[config.mk]
export PLATFORM = sky130hd
export DESIGN_NAME = bootstrap_sequencer_flat
export DESIGN_NICKNAME = d
export VERILOG_FILES = /design/src/rtl/bootstrap_sequencer_if.sv /design/src/rtl/bootstrap_sequencer.sv /design/src/flat_wrapper.sv
export SDC_FILE = /design/constraint.sdc
export NUM_CORES = 1
export LEC_CHECK = 0
export ABC_AREA = 1
export BUFFER_PORTS_ARGS = -buffer_cell sky130_fd_sc_hd__buf_2
export CORE_MARGIN = 2
export CORE_UTILIZATION = 60
export DETAILED_ROUTE_END_ITERATION = 8
export PLACE_DENSITY = 0.85
export REMOVE_ABC_BUFFERS = 1
export SLEW_MARGIN = 15
export SYNTH_ARGS = -nofsm -noshare
export SYNTH_HDL_FRONTEND = slang
export SYNTH_SLANG_ARGS = --single-unit
[constraint.sdc]
create_clock -name CLK -period 4.5 [get_ports CLK]
set_input_delay 0.45 -clock CLK [delete_from_list [all_inputs] [get_ports CLK]]
set_output_delay 0.45 -clock CLK [all_outputs]
set_load 0.05 [all_outputs]
[src/rtl/bootstrap_sequencer_if.sv]
// -----------------------------------------------------------------------------
// bootstrap_sequencer_if
// Bundles the boot-source handshake and the microcode-RAM bootstrap bus that
// the bootstrap_sequencer drives.
//   master : the sequencer. Drives SRC_REQ/SRC_ADDR, the BOOTSTRAP_* RAM bus
//            and the status lines; receives SRC_ACK/SRC_DATA.
//   slave  : the environment (boot source plus control logic).
// Signals:
//   SRC_REQ        request the byte at SRC_ADDR from the boot source
//   SRC_ADDR[12:0] source byte address (0..NUM_BYTES)
//   SRC_ACK        source presents valid SRC_DATA this cycle
//   SRC_DATA[7:0]  source byte
//   BOOTSTRAP_ADDR[11:0], BOOTSTRAP_DATA[7:0], BOOTSTRAP_N_WE  RAM write port
//   N_BOOTED       high while bootstrapping, low once the image is verified
//   CPU_N_RST      active-low core reset
//   BOOT_ERROR     sticky checksum-mismatch flag
//   BOOT_BUSY      high while the sequence is still in progress
// -----------------------------------------------------------------------------
interface bootstrap_sequencer_if;
   logic        SRC_REQ;
   logic [12:0] SRC_ADDR;
   logic        SRC_ACK;
   logic [7:0]  SRC_DATA;
   logic [11:0] BOOTSTRAP_ADDR;
   logic [7:0]  BOOTSTRAP_DATA;
   logic        BOOTSTRAP_N_WE;
   logic        N_BOOTED;
   logic        CPU_N_RST;
   logic        BOOT_ERROR;
   logic        BOOT_BUSY;

   modport master (
      output SRC_REQ, SRC_ADDR,
      input  SRC_ACK, SRC_DATA,
      output BOOTSTRAP_ADDR, BOOTSTRAP_DATA, BOOTSTRAP_N_WE,
      output N_BOOTED, CPU_N_RST, BOOT_ERROR, BOOT_BUSY
   );

   modport slave (
      input  SRC_REQ, SRC_ADDR,
      output SRC_ACK, SRC_DATA,
      input  BOOTSTRAP_ADDR, BOOTSTRAP_DATA, BOOTSTRAP_N_WE,
      input  N_BOOTED, CPU_N_RST, BOOT_ERROR, BOOT_BUSY
   );
endinterface

[src/rtl/bootstrap_sequencer.sv]
// -----------------------------------------------------------------------------
// bootstrap_sequencer
// After reset, fetches NUM_BYTES image bytes plus one trailing checksum byte
// from a byte-wide boot source, writes the image into the microcode RAM
// through the BOOTSTRAP_* port, verifies that image + checksum sums to zero
// (mod 256) and only then releases the CPU core from reset.
// Ports:
//   CLK    system clock, rising edge
//   N_RST  asynchronous active-low reset
//   bus    bootstrap_sequencer_if.master (source handshake, RAM port, status)
// Parameters:
//   NUM_BYTES  image length (1..4096); checksum at source address NUM_BYTES
//   WE_CYCLES  cycles BOOTSTRAP_N_WE is held low per byte (1..7)
//   RST_HOLD   cycles between N_BOOTED falling and CPU_N_RST rising (0..7)
// -----------------------------------------------------------------------------
module bootstrap_sequencer #(
   parameter int NUM_BYTES = 4096,
   parameter int WE_CYCLES = 2,
   parameter int RST_HOLD  = 2
) (
   input  logic                    CLK,
   input  logic                    N_RST,
   bootstrap_sequencer_if.master   bus
);

   localparam logic [12:0] IMG_LEN  = 13'(NUM_BYTES);
   localparam logic [2:0]  WE_LAST  = 3'(WE_CYCLES - 1);
   localparam logic [2:0]  RST_LAST = 3'((RST_HOLD > 0) ? (RST_HOLD - 1) : 0);

   typedef enum logic [2:0] {
      S_FETCH,
      S_SETUP,
      S_WRITE,
      S_HOLD,
      S_CHECK,
      S_RELEASE,
      S_DONE,
      S_ERROR
   } state_t;

   state_t      state_q;
   logic [12:0] idx_q;        // next source byte to fetch
   logic [7:0]  sum_q;        // running mod-256 sum of image bytes
   logic [7:0]  chk_q;        // captured checksum byte
   logic [2:0]  cnt_q;        // shared WRITE / RELEASE cycle counter

   logic        src_req_q;
   logic [12:0] src_addr_q;
   logic [11:0] bs_addr_q;
   logic [7:0]  bs_data_q;
   logic        bs_n_we_q;
   logic        n_booted_q;
   logic        cpu_n_rst_q;
   logic        boot_error_q;
   logic        boot_busy_q;

   logic [7:0]  check_total;
   assign check_total = sum_q + chk_q;

   always_ff @(posedge CLK or negedge N_RST) begin
      if (!N_RST) begin
         state_q      <= S_FETCH;
         idx_q        <= '0;
         sum_q        <= '0;
         chk_q        <= '0;
         cnt_q        <= '0;
         src_req_q    <= 1'b0;
         src_addr_q   <= '0;
         bs_addr_q    <= '0;
         bs_data_q    <= '0;
         bs_n_we_q    <= 1'b1;
         n_booted_q   <= 1'b1;
         cpu_n_rst_q  <= 1'b0;
         boot_error_q <= 1'b0;
         boot_busy_q  <= 1'b1;
      end else begin
         case (state_q)
            S_FETCH: begin
               // First FETCH cycle raises the request; subsequent cycles wait
               // for the acknowledge with REQ/ADDR frozen.
               if (!src_req_q) begin
                  src_req_q  <= 1'b1;
                  src_addr_q <= idx_q;
               end else if (bus.SRC_ACK) begin
                  src_req_q <= 1'b0;
                  if (idx_q < IMG_LEN) begin
                     bs_addr_q <= idx_q[11:0];
                     bs_data_q <= bus.SRC_DATA;
                     sum_q     <= sum_q + bus.SRC_DATA;
                     state_q   <= S_SETUP;
                  end else begin
                     chk_q   <= bus.SRC_DATA;
                     state_q <= S_CHECK;
                  end
               end
            end

            S_SETUP: begin
               // Address/data have been stable for one cycle; open the strobe.
               bs_n_we_q <= 1'b0;
               cnt_q     <= '0;
               state_q   <= S_WRITE;
            end

            S_WRITE: begin
               if (cnt_q == WE_LAST) begin
                  bs_n_we_q <= 1'b1;
                  state_q   <= S_HOLD;
               end else begin
                  cnt_q <= cnt_q + 3'd1;
               end
            end

            S_HOLD: begin
               idx_q   <= idx_q + 13'd1;
               state_q <= S_FETCH;
            end

            S_CHECK: begin
               if (check_total == 8'h00) begin
                  n_booted_q <= 1'b0;
                  cnt_q      <= '0;
                  if (RST_HOLD == 0) begin
                     // No hold time: release the core on the same edge.
                     cpu_n_rst_q <= 1'b1;
                     boot_busy_q <= 1'b0;
                     state_q     <= S_DONE;
                  end else begin
                     state_q <= S_RELEASE;
                  end
               end else begin
                  boot_error_q <= 1'b1;
                  boot_busy_q  <= 1'b0;
                  state_q      <= S_ERROR;
               end
            end

            S_RELEASE: begin
               if (cnt_q == RST_LAST) begin
                  cpu_n_rst_q <= 1'b1;
                  boot_busy_q <= 1'b0;
                  state_q     <= S_DONE;
               end else begin
                  cnt_q <= cnt_q + 3'd1;
               end
            end

            S_DONE: begin
               // Terminal: all outputs already hold their final values and
               // SRC_ACK is ignored.
               state_q <= S_DONE;
            end

            S_ERROR: begin
               // Terminal until N_RST; the core stays in reset.
               state_q <= S_ERROR;
            end
         endcase
      end
   end

   assign bus.SRC_REQ        = src_req_q;
   assign bus.SRC_ADDR       = src_addr_q;
   assign bus.BOOTSTRAP_ADDR = bs_addr_q;
   assign bus.BOOTSTRAP_DATA = bs_data_q;
   assign bus.BOOTSTRAP_N_WE = bs_n_we_q;
   assign bus.N_BOOTED       = n_booted_q;
   assign bus.CPU_N_RST      = cpu_n_rst_q;
   assign bus.BOOT_ERROR     = boot_error_q;
   assign bus.BOOT_BUSY      = boot_busy_q;

   // Safety properties of the boot sequence.
   a_no_write_after_boot: assert property (@(posedge CLK) disable iff (!N_RST)
      !(!bs_n_we_q && !n_booted_q));
   a_cpu_held_while_booting: assert property (@(posedge CLK) disable iff (!N_RST)
      !(cpu_n_rst_q && n_booted_q));
   a_src_addr_range: assert property (@(posedge CLK) disable iff (!N_RST)
      src_addr_q <= IMG_LEN);
   a_ram_addr_range: assert property (@(posedge CLK) disable iff (!N_RST)
      {1'b0, bs_addr_q} <= (IMG_LEN - 13'd1));
   a_stable_during_write: assert property (@(posedge CLK) disable iff (!N_RST)
      (!bs_n_we_q && !$past(bs_n_we_q)) |-> ($stable(bs_addr_q) && $stable(bs_data_q)));

endmodule

[src/flat_wrapper.sv]
// flat-port wrapper written by rule: the top's interface ports become plain ports
module bootstrap_sequencer_flat 
#(
   parameter int NUM_BYTES = 4096,
   parameter int WE_CYCLES = 2,
   parameter int RST_HOLD  = 2
)
  (CLK, N_RST, bus_SRC_REQ, bus_SRC_ADDR, bus_SRC_ACK, bus_SRC_DATA, bus_BOOTSTRAP_ADDR, bus_BOOTSTRAP_DATA, bus_BOOTSTRAP_N_WE, bus_N_BOOTED, bus_CPU_N_RST, bus_BOOT_ERROR, bus_BOOT_BUSY);
  bootstrap_sequencer_if bus_i ();
  input  logic CLK;
  input  logic N_RST;
  output wire logic [$bits(bus_i.SRC_REQ)-1:0] bus_SRC_REQ;
  output wire logic [$bits(bus_i.SRC_ADDR)-1:0] bus_SRC_ADDR;
  input wire logic [$bits(bus_i.SRC_ACK)-1:0] bus_SRC_ACK;
  input wire logic [$bits(bus_i.SRC_DATA)-1:0] bus_SRC_DATA;
  output wire logic [$bits(bus_i.BOOTSTRAP_ADDR)-1:0] bus_BOOTSTRAP_ADDR;
  output wire logic [$bits(bus_i.BOOTSTRAP_DATA)-1:0] bus_BOOTSTRAP_DATA;
  output wire logic [$bits(bus_i.BOOTSTRAP_N_WE)-1:0] bus_BOOTSTRAP_N_WE;
  output wire logic [$bits(bus_i.N_BOOTED)-1:0] bus_N_BOOTED;
  output wire logic [$bits(bus_i.CPU_N_RST)-1:0] bus_CPU_N_RST;
  output wire logic [$bits(bus_i.BOOT_ERROR)-1:0] bus_BOOT_ERROR;
  output wire logic [$bits(bus_i.BOOT_BUSY)-1:0] bus_BOOT_BUSY;
  assign bus_SRC_REQ = bus_i.SRC_REQ;
  assign bus_SRC_ADDR = bus_i.SRC_ADDR;
  assign bus_i.SRC_ACK = bus_SRC_ACK;
  assign bus_i.SRC_DATA = bus_SRC_DATA;
  assign bus_BOOTSTRAP_ADDR = bus_i.BOOTSTRAP_ADDR;
  assign bus_BOOTSTRAP_DATA = bus_i.BOOTSTRAP_DATA;
  assign bus_BOOTSTRAP_N_WE = bus_i.BOOTSTRAP_N_WE;
  assign bus_N_BOOTED = bus_i.N_BOOTED;
  assign bus_CPU_N_RST = bus_i.CPU_N_RST;
  assign bus_BOOT_ERROR = bus_i.BOOT_ERROR;
  assign bus_BOOT_BUSY = bus_i.BOOT_BUSY;
  bootstrap_sequencer #(.NUM_BYTES(NUM_BYTES), .WE_CYCLES(WE_CYCLES), .RST_HOLD(RST_HOLD)) u_core (.CLK(CLK), .N_RST(N_RST), .bus(bus_i));
endmodule
After elaboration in Yosys (flattened, before gate mapping) --
Cells that the tools add are included.
Cells by class: add/subtract/negate cells 4, order comparisons 1, equality and inequality tests 15, mux-type cells 17, bitwise gates (word level) 3, reductions and logical operators 16
Operators by type and width (count):
- 3-bit case mux with 8 select lines | 1
- 3-bit 2-to-1 mux | 7
- 8-bit adder | 2
- 13-bit by 1-bit adder with 13-bit output, second input constant | 1
- 13-bit < comparator, second input constant | 1
- 3-bit == test, second input constant | 4
- 4-bit AND reduction | 3
- 2-bit AND reduction | 5
- 3-bit case mux with 3 select lines | 1
- 8-bit zero test | 1
- 2-bit by 1-bit != test with 1-bit output, second input constant | 4
- 3-bit by 1-bit == test with 1-bit output, second input constant | 2
- 3-bit by 2-bit == test with 1-bit output, second input constant | 2
- 2-bit != test, second input constant | 3
- 3-bit AND reduction | 2
- 1-bit 2-to-1 mux | 5
- 1-bit case mux with 2 select lines | 2
- 2-bit nonzero test | 2
- 3-bit by 1-bit adder with 3-bit output, second input constant | 1
- 3-bit zero test | 1
- 1-bit NOT | 3
- 3-bit nonzero test | 1
- 2-bit 2-to-1 mux | 1
- 2-bit OR reduction | 1
Storage, ports and cells: register bits after elaboration 74, input port bits 11, output and inout port bits 39, word-level logic and storage cells 70

Longest topological paths before layout --
Gate-level depths: netlist of run 1.
depth in word-level cells 5, gate-level depth with buffers 14

Worst setup path before layout of run 1 --
Ideal clock, no wire load.
path type register -> register, start point register u_core.sum_q[0], end point register u_core.cnt_q[0], data arrival time 1.968 ns, required time 4.383 ns, path slack 2.415 ns, cell stages (with the launch flop) 12, buffers on the path 0, period minus slack after synthesis 2.085 ns, cells stage by stage dfrtp_1 -> ha_1 -> fa_1 -> or2_2 -> nor2_1 -> nand3_1 -> nor2_1 -> nand3_1 -> nand2_1 -> nand2_1 -> nand2_1 -> nand2_1
Between the ends: word-level cells in the longest chain between the ends 4
Ends and longest elaborated chain:
- from (decl) | line bootstrap_sequencer.sv:43 | logic [7:0] sum_q;
- from (signal assigned) | line bootstrap_sequencer.sv:89 | sum_q <= sum_q + bus.SRC_DATA;
- 8-bit adder | line bootstrap_sequencer.sv:58 | assign check_total = sum_q + chk_q;
- 8-bit zero test | line bootstrap_sequencer.sv:120 | if (check_total == 8'h00) begin
- 2-bit by 1-bit != test with 1-bit output (no line)
- 3-bit AND reduction (no line)
- to (signal assigned) | line bootstrap_sequencer.sv:110 | cnt_q <= cnt_q + 3'd1;
- to (signal assigned) | line bootstrap_sequencer.sv:144 | cnt_q <= cnt_q + 3'd1;
- to (decl) | line bootstrap_sequencer.sv:45 | logic [2:0] cnt_q;
No other way between the ends. A chain may end at the register's enable or synchronous reset.

Final worst setup path of run 1 --
start point register u_core.state_q[2], end point register u_core.bs_addr_q[5], in the netlist u_core.bus.BOOTSTRAP_ADDR[5]
Between the ends: word-level cells in the longest chain between the ends 2
Ends and longest elaborated chain:
- from (decl) | line bootstrap_sequencer.sv:41 | state_t state_q;
- from (signal assigned) | line bootstrap_sequencer.sv:62 | state_q <= S_FETCH;
- from (signal assigned) | line bootstrap_sequencer.sv:90 | state_q <= S_SETUP;
- from (signal assigned) | line bootstrap_sequencer.sv:93 | state_q <= S_CHECK;
- 3-bit zero test | line bootstrap_sequencer.sv:77 | case (state_q)
- 4-bit AND reduction (no line)
- to (signal assigned) | line bootstrap_sequencer.sv:87 | bs_addr_q <= idx_q[11:0];
- to (decl) | line bootstrap_sequencer.sv:49 | logic [11:0] bs_addr_q;
No other way between the ends.

==> results of run 1 <==
==> layer usage <==
layer	global-route usage, %	wire (um)	vias up
li1	-	-	1433
met1	30.2	3400	1335
met2	40.5	3570	49
met3	4.24	195	16
met4	11.0	176	0
met5	0	0	-
==> sequential cells by signal, summed over array words and instances (netlist names) <==
signal                     count
u_core.bus.N_BOOTED            1
u_core.bus.BOOTSTRAP_ADDR     12
u_core.bus.BOOT_ERROR          1
u_core.bus.BOOTSTRAP_N_WE      1
u_core.bus.CPU_N_RST           1
u_core.sum_q                   8
u_core.chk_q                   8
u_core.state_q                 3
u_core.bus.SRC_REQ             1
u_core.bus.BOOT_BUSY           1
u_core.bus.SRC_ADDR           13
u_core.bus.BOOTSTRAP_DATA      8
u_core.cnt_q                   3
u_core.idx_q                  13
==> cell families after synthesis <==
family,after synthesis,synth area share (%)
buffers and inverters,60,6.22
XOR/XNOR,21,5.02
AO/OA/AOI/OAI,56,8.03
flip-flops,74,50.6
adder cells (fa/ha/maj),19,6.90
AND/OR/NAND/NOR,187,23.2
==> path summary, 6_finish.rpt <==
| path | startpoint | endpoint | slack, ns | cells after the start |
|---|---|---|---|---|
| hold / removal | N_RST | u_core.bus.BOOTSTRAP_ADDR[9] | 0.1 | 1 |
| max in group asynchronous | N_RST | u_core.cnt_q[2] | 3.36 | 2 |
| setup reg to reg | u_core.state_q[2] | u_core.bus.BOOTSTRAP_ADDR[5] | 2.08 | 8 |
| setup / recovery | u_core.state_q[2] | u_core.bus.BOOTSTRAP_ADDR[5] | 2.08 | 8 |
| hold reg to reg | u_core.bus.BOOT_ERROR | u_core.bus.BOOT_ERROR | 0.46 | 2 |
| min in group CLK | bus_SRC_DATA[3] | u_core.bus.BOOTSTRAP_DATA[3] | 0.35 | 3 |
==> per-stage QoR <==
stage          hold WS [ns]  cell area [sq um]  cells  utilization, %  setup slack [ns]
6_report              0.100               4160    550            70.3              2.08
5_1_grt               0.135               4160    550            70.3              1.82
4_1_cts               0.112               4160    550            70.3              2.06
3_5_place_dp          0.445               3980    534            67.2              2.07
3_3_place_gp          0.442               3980    534            67.2              2.24
2_1_floorplan         0.154               3630    409               -              2.42
==> cell usage in the layout (no fill, tap or decap) <==
master | netlist | final
nor2_2 | 2 | 2
clkinvlp_4 | 0 | 1
buf_4 | 0 | 1
nor3_2 | 2 | 2
o21ai_0 | 38 | 38
inv_6 | 0 | 3
inv_2 | 6 | 6
nor2_1 | 20 | 20
a21oi_1 | 10 | 10
a31oi_1 | 1 | 1
nor3_1 | 2 | 2
fa_1 | 2 | 2
clkinv_2 | 0 | 1
or2_2 | 3 | 3
buf_2 | 2 | 49
inv_1 | 46 | 46
nand2_4 | 1 | 1
dfrtp_1 | 71 | 71
o21ai_1 | 3 | 3
nand3_2 | 1 | 1
nand3_4 | 1 | 1
o32ai_1 | 1 | 1
nand2_2 | 1 | 1
a21o_1 | 1 | 1
nand4_1 | 3 | 3
nand3_1 | 19 | 19
nand2_1 | 125 | 125
nor3_4 | 2 | 2
nand4_2 | 1 | 1
a21boi_0 | 1 | 1
clkinv_4 | 0 | 1
clkbuf_8 | 0 | 10
o2bb2ai_1 | 1 | 1
dfstp_2 | 3 | 3
xor2_1 | 18 | 18
ha_1 | 17 | 17
nor2_4 | 3 | 3
xnor2_1 | 3 | 3
and3_1 | 1 | 1
==> cells in the mapped netlist (6+ instances only) <==
master | number | area [sq um]
a21oi_1 | 10 | 50.1
clkbuf_1 | 6 | 22.5
dfrtp_1 | 71 | 1780
ha_1 | 17 | 213
inv_1 | 46 | 173
inv_2 | 6 | 22.5
nand2_1 | 125 | 469
nand3_1 | 19 | 95.1
nor2_1 | 20 | 75.1
o21ai_0 | 38 | 190
xor2_1 | 18 | 158
==> layout make-up <==
class / count / area [sq um] / share of cell area [%]
multi-input cells: 283 / 1580 / 38.0
repair buffers: 50 / 253 / 6.07
inverters: 52 / 195 / 4.69
well taps: 75 / 93.8 / 2.25
clock inverters: 6 / 47.5 / 1.14
clock buffers: 10 / 138 / 3.31
flip-flops and latches: 74 / 1860 / 44.6
==> power groups by stage <==
| stage | clock, W | sequential, W | combinational (W) |
|---|---|---|---|
| after detailed placement | 0 | 0.000678 | 0.0000303 |
| after floorplan | 0 | 0.000678 | 0.00000778 |
| final | 0.000484 | 0.000664 | 0.0000297 |
| after global placement | 0 | 0.000678 | 0.0000293 |
| after CTS | 0.000491 | 0.000664 | 0.0000306 |
| after global routing | 0.000520 | 0.000664 | 0.0000345 |
==> impl_metrics.tcl, run 1 <==
set metrics [dict create \
    run_status "completed" \
    p_per_area_mw_per_mm2 283 \
    ys_seq_area_share_pct 50.6 \
    row_count 28 \
    clockBufferDepth 2 \
    synth_area_sq_mm 0.00366 \
    p_sw_share_pct 24.2 \
    antenna_found_initial 0 \
    cp.required_ns 4.70 \
    avgSynthCellArea_sq_um 8.79 \
    die_h_um 82.1 \
    nets 500 \
    worstPathCellList "nor2_2 > inv_2 > nor2_2 > inv_2 > nor3_2 > inv_2 > nand2_1 > o21ai_0" \
    path_common_cell "inv_2" \
    io_pins 50 \
    tritoncts "built" \
    grt-ovfl-total 0 \
    p_comb_share_pct 2.5 \
    power.total_w 0.00118 \
    synthCells 417 \
    grt_max_degree 50 \
    hpwlAfterDp_um 5090 \
    avgRoutedWirePerCell_um 13.3 \
    path_buf_inv 3 \
    cp_top_family "simple AND/OR/NAND/NOR gates" \
    cts_resized 0 \
    cap_violations 0 \
    via_count 2833 \
    port_buffers 49 \
    tns_ns 0 \
    grt_pass1_vias 2774 \
    period_minus_slack_ns 2.42 \
    dieArea_sq_mm 0.00675 \
    wl_um 7340 \
    crit_fanout 46 \
    synth_edf_count 0 \
    ant_nets 0 \
    endpoint_kind "flop" \
    fin_skew_ns 0.0128 \
    place_congestion 0.983 \
    post_cts_buffers 0 \
    drive_gt1_share_pct 19.4 \
    clkSinkCount 74 \
    synth-async-reset-ratio_pct 100 \
    cpMaxStageDelayCell "nor3_2" \
    tightestPinTransition_ns 0.782 \
    switchingPower_w 0.000286 \
    rsz0062_at_grt "false" \
    start_kind "flop" \
    area_growth_pct 13.6 \
    clockRootBuffer "clkbuf_8" \
    pwr-share-clk_pct 41.1 \
    intPower_w 0.000893 \
    hold_viol 0 \
    cp.arrival_ns 2.62 \
    start_util_pct 61.9 \
    ctsHoldBuffers 0 \
    hold_class "in2async" \
    setup_violations 0 \
    seqPwrFrac_pct 56.4 \
    first_pass_iters 4 \
    vias_per_cell 5.15 \
    slew_headroom_pct 47.8 \
    crit_type "reg2reg" \
    cts_inserted_buffers 9 \
    fin_crit_sh_pct 53.7 \
    insertion_delay_ns 0.35 \
    coreArea_sq_mm 0.00592 \
    ys_ff_latch 74 \
    max_stage_delay_ns 0.57 \
    fmax_mhz 414 \
    groute.usage.overall_pct 24.0 \
    yosysWarnings 0 \
    ir_drop_v 0.000171 \
    slew_viol_final 0 \
    fill_cells 452 \
    drc 0 \
    die_x_um 82.1 \
    clkTransAtPathRegs_ns 0.09 \
    grt_pass1_wl_um 12200 \
    post_synth_num_cell_types 34 \
    ctsHtreeMaxLevel 3 \
    drt_iter0_drc 129 \
    num_antenna_cells 0 \
    leakagePower_nw 2.29 \
    synth_ff_type "dfrtp_1" \
]
Note: power is estimated with default switching activity, not from simulation.
==> run 2: changes to the inputs <==
--- a/config.mk
+++ b/config.mk
@@ -5,12 +5,12 @@
 export SDC_FILE = /design/constraint.sdc
 export NUM_CORES = 1
 export LEC_CHECK = 0
-export ABC_AREA = 1
+export ABC_AREA = 0
 export BUFFER_PORTS_ARGS = -buffer_cell sky130_fd_sc_hd__buf_2
 export CORE_MARGIN = 2
-export CORE_UTILIZATION = 60
+export CORE_UTILIZATION = 52
 export DETAILED_ROUTE_END_ITERATION = 8
-export PLACE_DENSITY = 0.85
+export PLACE_DENSITY = 0.78
 export REMOVE_ABC_BUFFERS = 1
 export SLEW_MARGIN = 15
 export SYNTH_ARGS = -nofsm -noshare
==> constraint.sdc (replaced) <==
create_clock -name CLK -period 2.2 [get_ports CLK]
set_input_delay 0.22 -clock CLK [delete_from_list [all_inputs] [get_ports CLK]]
set_output_delay 0.22 -clock CLK [all_outputs]
set_load 0.05 [all_outputs]
==> impl_metrics.tcl, run 2 <==
set metrics [dict create \
    antenna_found_initial 0 \
    crit_fanout 3 \
    dp.cells 483 \
    area_growth_pct 25.0 \
    first_pass_iters 4 \
    rsz0062_at_grt "true" \
    drc 0 \
    fin_crit_sh_pct 119 \
    hpwlAfterDp_um 5100 \
    tightestPinTransition_ns 0.539 \
    synth_edf_count 0 \
    crit_end "u_core.cnt_q[1]" \
    worst-r2r-setup-slack_ns -0.41 \
    min_path_cells 3 \
    cts_inserted_buffers 9 \
    drive_gt1_share_pct 35.1 \
    dieArea_sq_mm 0.00759 \
    p_per_area_mw_per_mm2 575 \
    grt_pass1_wl_um 12800 \
    synthCells 340 \
    grt-ovfl-total 0 \
    cpMaxStageDelayCell "dfrtp_1" \
    r2r-start "u_core.chk_q[4]" \
    path_common_cell "a2111oi_4" \
    clockRootBuffer "clkbuf_8" \
    ys_ff_latch 74 \
    port_buffers 49 \
    wl_um 7640 \
    groute.usage.overall_pct 21.9 \
    ctsHtreeMaxLevel 3 \
    cp.required_ns 2.43 \
    crit_type "reg2reg" \
    r2r_end "u_core.cnt_q[1]" \
    ys_seq_area_share_pct 51.6 \
    synth-async-reset-ratio_pct 100 \
    multi_input_area_sq_mm 0.00178 \
    final_cell_mix "nand2_1, dfrtp_1, buf_2" \
    synth_ff_type "dfrtp_1" \
    period_minus_slack_ns 2.61 \
    endpoint_kind "flop" \
    synth_most_common_cell "nand2_1" \
    hold_class "in2reg" \
    fin_skew_ns 0.0108 \
    power.total_w 0.00258 \
    leakagePower_nw 2.36 \
    max_stage_delay_ns 0.42 \
    io_pins 50 \
    die_h_um 87.1 \
    cp.depth 8 \
    place_congestion 0.848 \
    final_common_cell "nand2_1" \
    fill_cells 520 \
    coreArea_sq_mm 0.00676 \
    netlist_top_cells_count "nand2_1, dfrtp_1, mux2_2, ha_1, o21ai_0" \
    synth_area_sq_mm 0.00359 \
    synth_top_area_share_pct 49.4 \
    slew_viol_final 0 \
    die_x_um 87.1 \
    via_count 2733 \
    worstPathCellList "ha_4 > a2111oi_4 > o21ai_2 > a21o_1 > a2111oi_4 > a21oi_2 > or3_4 > mux2_4" \
    grt_max_degree 41 \
    cap_violations 0 \
    clockBufferDepth 2 \
    avgSynthCellArea_sq_um 10.6 \
    post_synth_num_cell_types 45 \
    setup_violations 7 \
    num_antenna_cells 0 \
    rr_worst_depth 8 \
    cp-startpoint "u_core.chk_q[4]" \
    start_util_pct 53.2 \
    grt_pass1_vias 2771 \
    path_buf_inv 0 \
    dp_slack_ns -0.658 \
    fmax_mhz 383 \
    cp_top_family "compound AO/OA/AOI/OAI gates" \
    insertion_delay_ns 0.34 \
    ys_top_cells_by_area "dfrtp_1, nand2_1, mux2_2" \
    nets 448 \
    start_kind "flop" \
    run_status "finished, violations left" \
    clkTransAtPathRegs_ns 0.08 \
    cp.arrival_ns 2.84 \
    finalNonFillerCells 502 \
    ant_nets 0 \
    vias_per_cell 5.44 \
    ir_drop_v 0.000473 \
    tritoncts "built" \
    synth_top_cell_by_area "dfrtp_1" \
    fin_ws_ns -0.412 \
    yosysWarnings 0 \
    row_count 30 \
    drt_iter0_drc 144 \
    violations "setup timing" \
    clkSinkCount 74 \
    avgRoutedWirePerCell_um 15.2 \
    slew_headroom_pct 64.1 \
    hold_viol 0 \
    register_area_sq_mm 0.00186 \
]
-- run 2: cell count changes after synthesis, moves of 7 or more --
cell,before,now
nand2_1,125,77
inv_1,46,7
o21ai_0,38,17
mux2_2,0,20
nand3_1,19,5
xnor2_1,3,12
nor2_1,20,13
-- run 2: worst min-delay path by stage --
| stage | from | slack (ns) | end |
|---|---|---|---|
| 2_1_floorplan | N_RST | -0.08 | u_core.bus.BOOTSTRAP_ADDR[0] |
| 6_report | bus_SRC_DATA[0] | 0.11 | u_core.bus.BOOTSTRAP_DATA[0] |
| 5_1_grt | bus_SRC_DATA[0] | 0.10 | u_core.bus.BOOTSTRAP_DATA[0] |
| 3_3_place_gp | N_RST | 0.24 | u_core.bus.BOOT_ERROR |
| 4_1_cts | bus_SRC_DATA[0] | 0.1 | u_core.bus.BOOTSTRAP_DATA[0] |
| 3_5_place_dp | N_RST | 0.24 | u_core.bus.BOOT_ERROR |
-- run 2: stage by stage --
stage	instance area [sq um]	TNS, ns	hold slack [ns]	utilization (%)
after global placement	4100	-1.97	0.240	60.7
after CTS	4450	-1.48	0.0994	65.8
final	4490	-1.59	0.109	66.5
after global routing	4490	-2.35	0.105	66.5
after floorplan	3530	-4.97	-0.0756	-
after detailed placement	4100	-2.84	0.240	60.7
-- run 2: layer usage --
layer  track usage (%)  routed length, um  share of wire (%)
met3              4.83                301                3.9
met4              7.13                102                1.3
met5                 0                  0                  0
met1              28.3               3390                 44
met2              37.0               3850                 50
-- run 2: area by class of cell --
cell class / count / share of cell area, %
timing repair buffer: 81 / 11.4
inverter: 7 / 0.585
clock buffer: 10 / 3.06
tap: 80 / 2.23
multi-input combinational: 245 / 39.6
clock inverter: 5 / 1.75
sequential: 74 / 41.4
-- run 2: cell families (layout without fill, tap and decap cells) --
kind of cell / count (synthesis) / count (layout) / share of synthesized area (%)
flip-flops: 74 / 74 / 51.6
buffers and inverters: 21 / 103 / 2.61
adder cells (fa/ha/maj): 19 / 19 / 7.03
multiplexers: 22 / 22 / 7.10
XOR/XNOR: 24 / 24 / 5.85
AND/OR/NAND/NOR: 130 / 130 / 16.3
AO/OA/AOI/OAI: 50 / 50 / 9.47
-- run 2: power breakdown --
group	internal [W]	switching [W]
Sequential	0.00136	0
Combinational	0.0000199	0.0000455
Clock	0.000662	0.000496
Total	0.00204	0.000541
-- run 2: what timing repair did --
item | in CTS | in global routing
setup endpoints to repair | 8 | 8
endpoints found under the hold margin | 36 | 0
setup buffers | 2 | 2
pin swaps | 14 | 8
hold buffers | 1 | 0
gates resized for setup | 19 | 6
-- run 2: worst register-to-register path: cells and delay by family, from the launching register on --
family                   cells  cell delay [ns]
AO/OA/AOI/OAI                5             1.14
adder cells (fa/ha/maj)      1             0.27
flip-flops                   1             0.42
multiplexers                 1             0.31
AND/OR/NAND/NOR              1             0.37
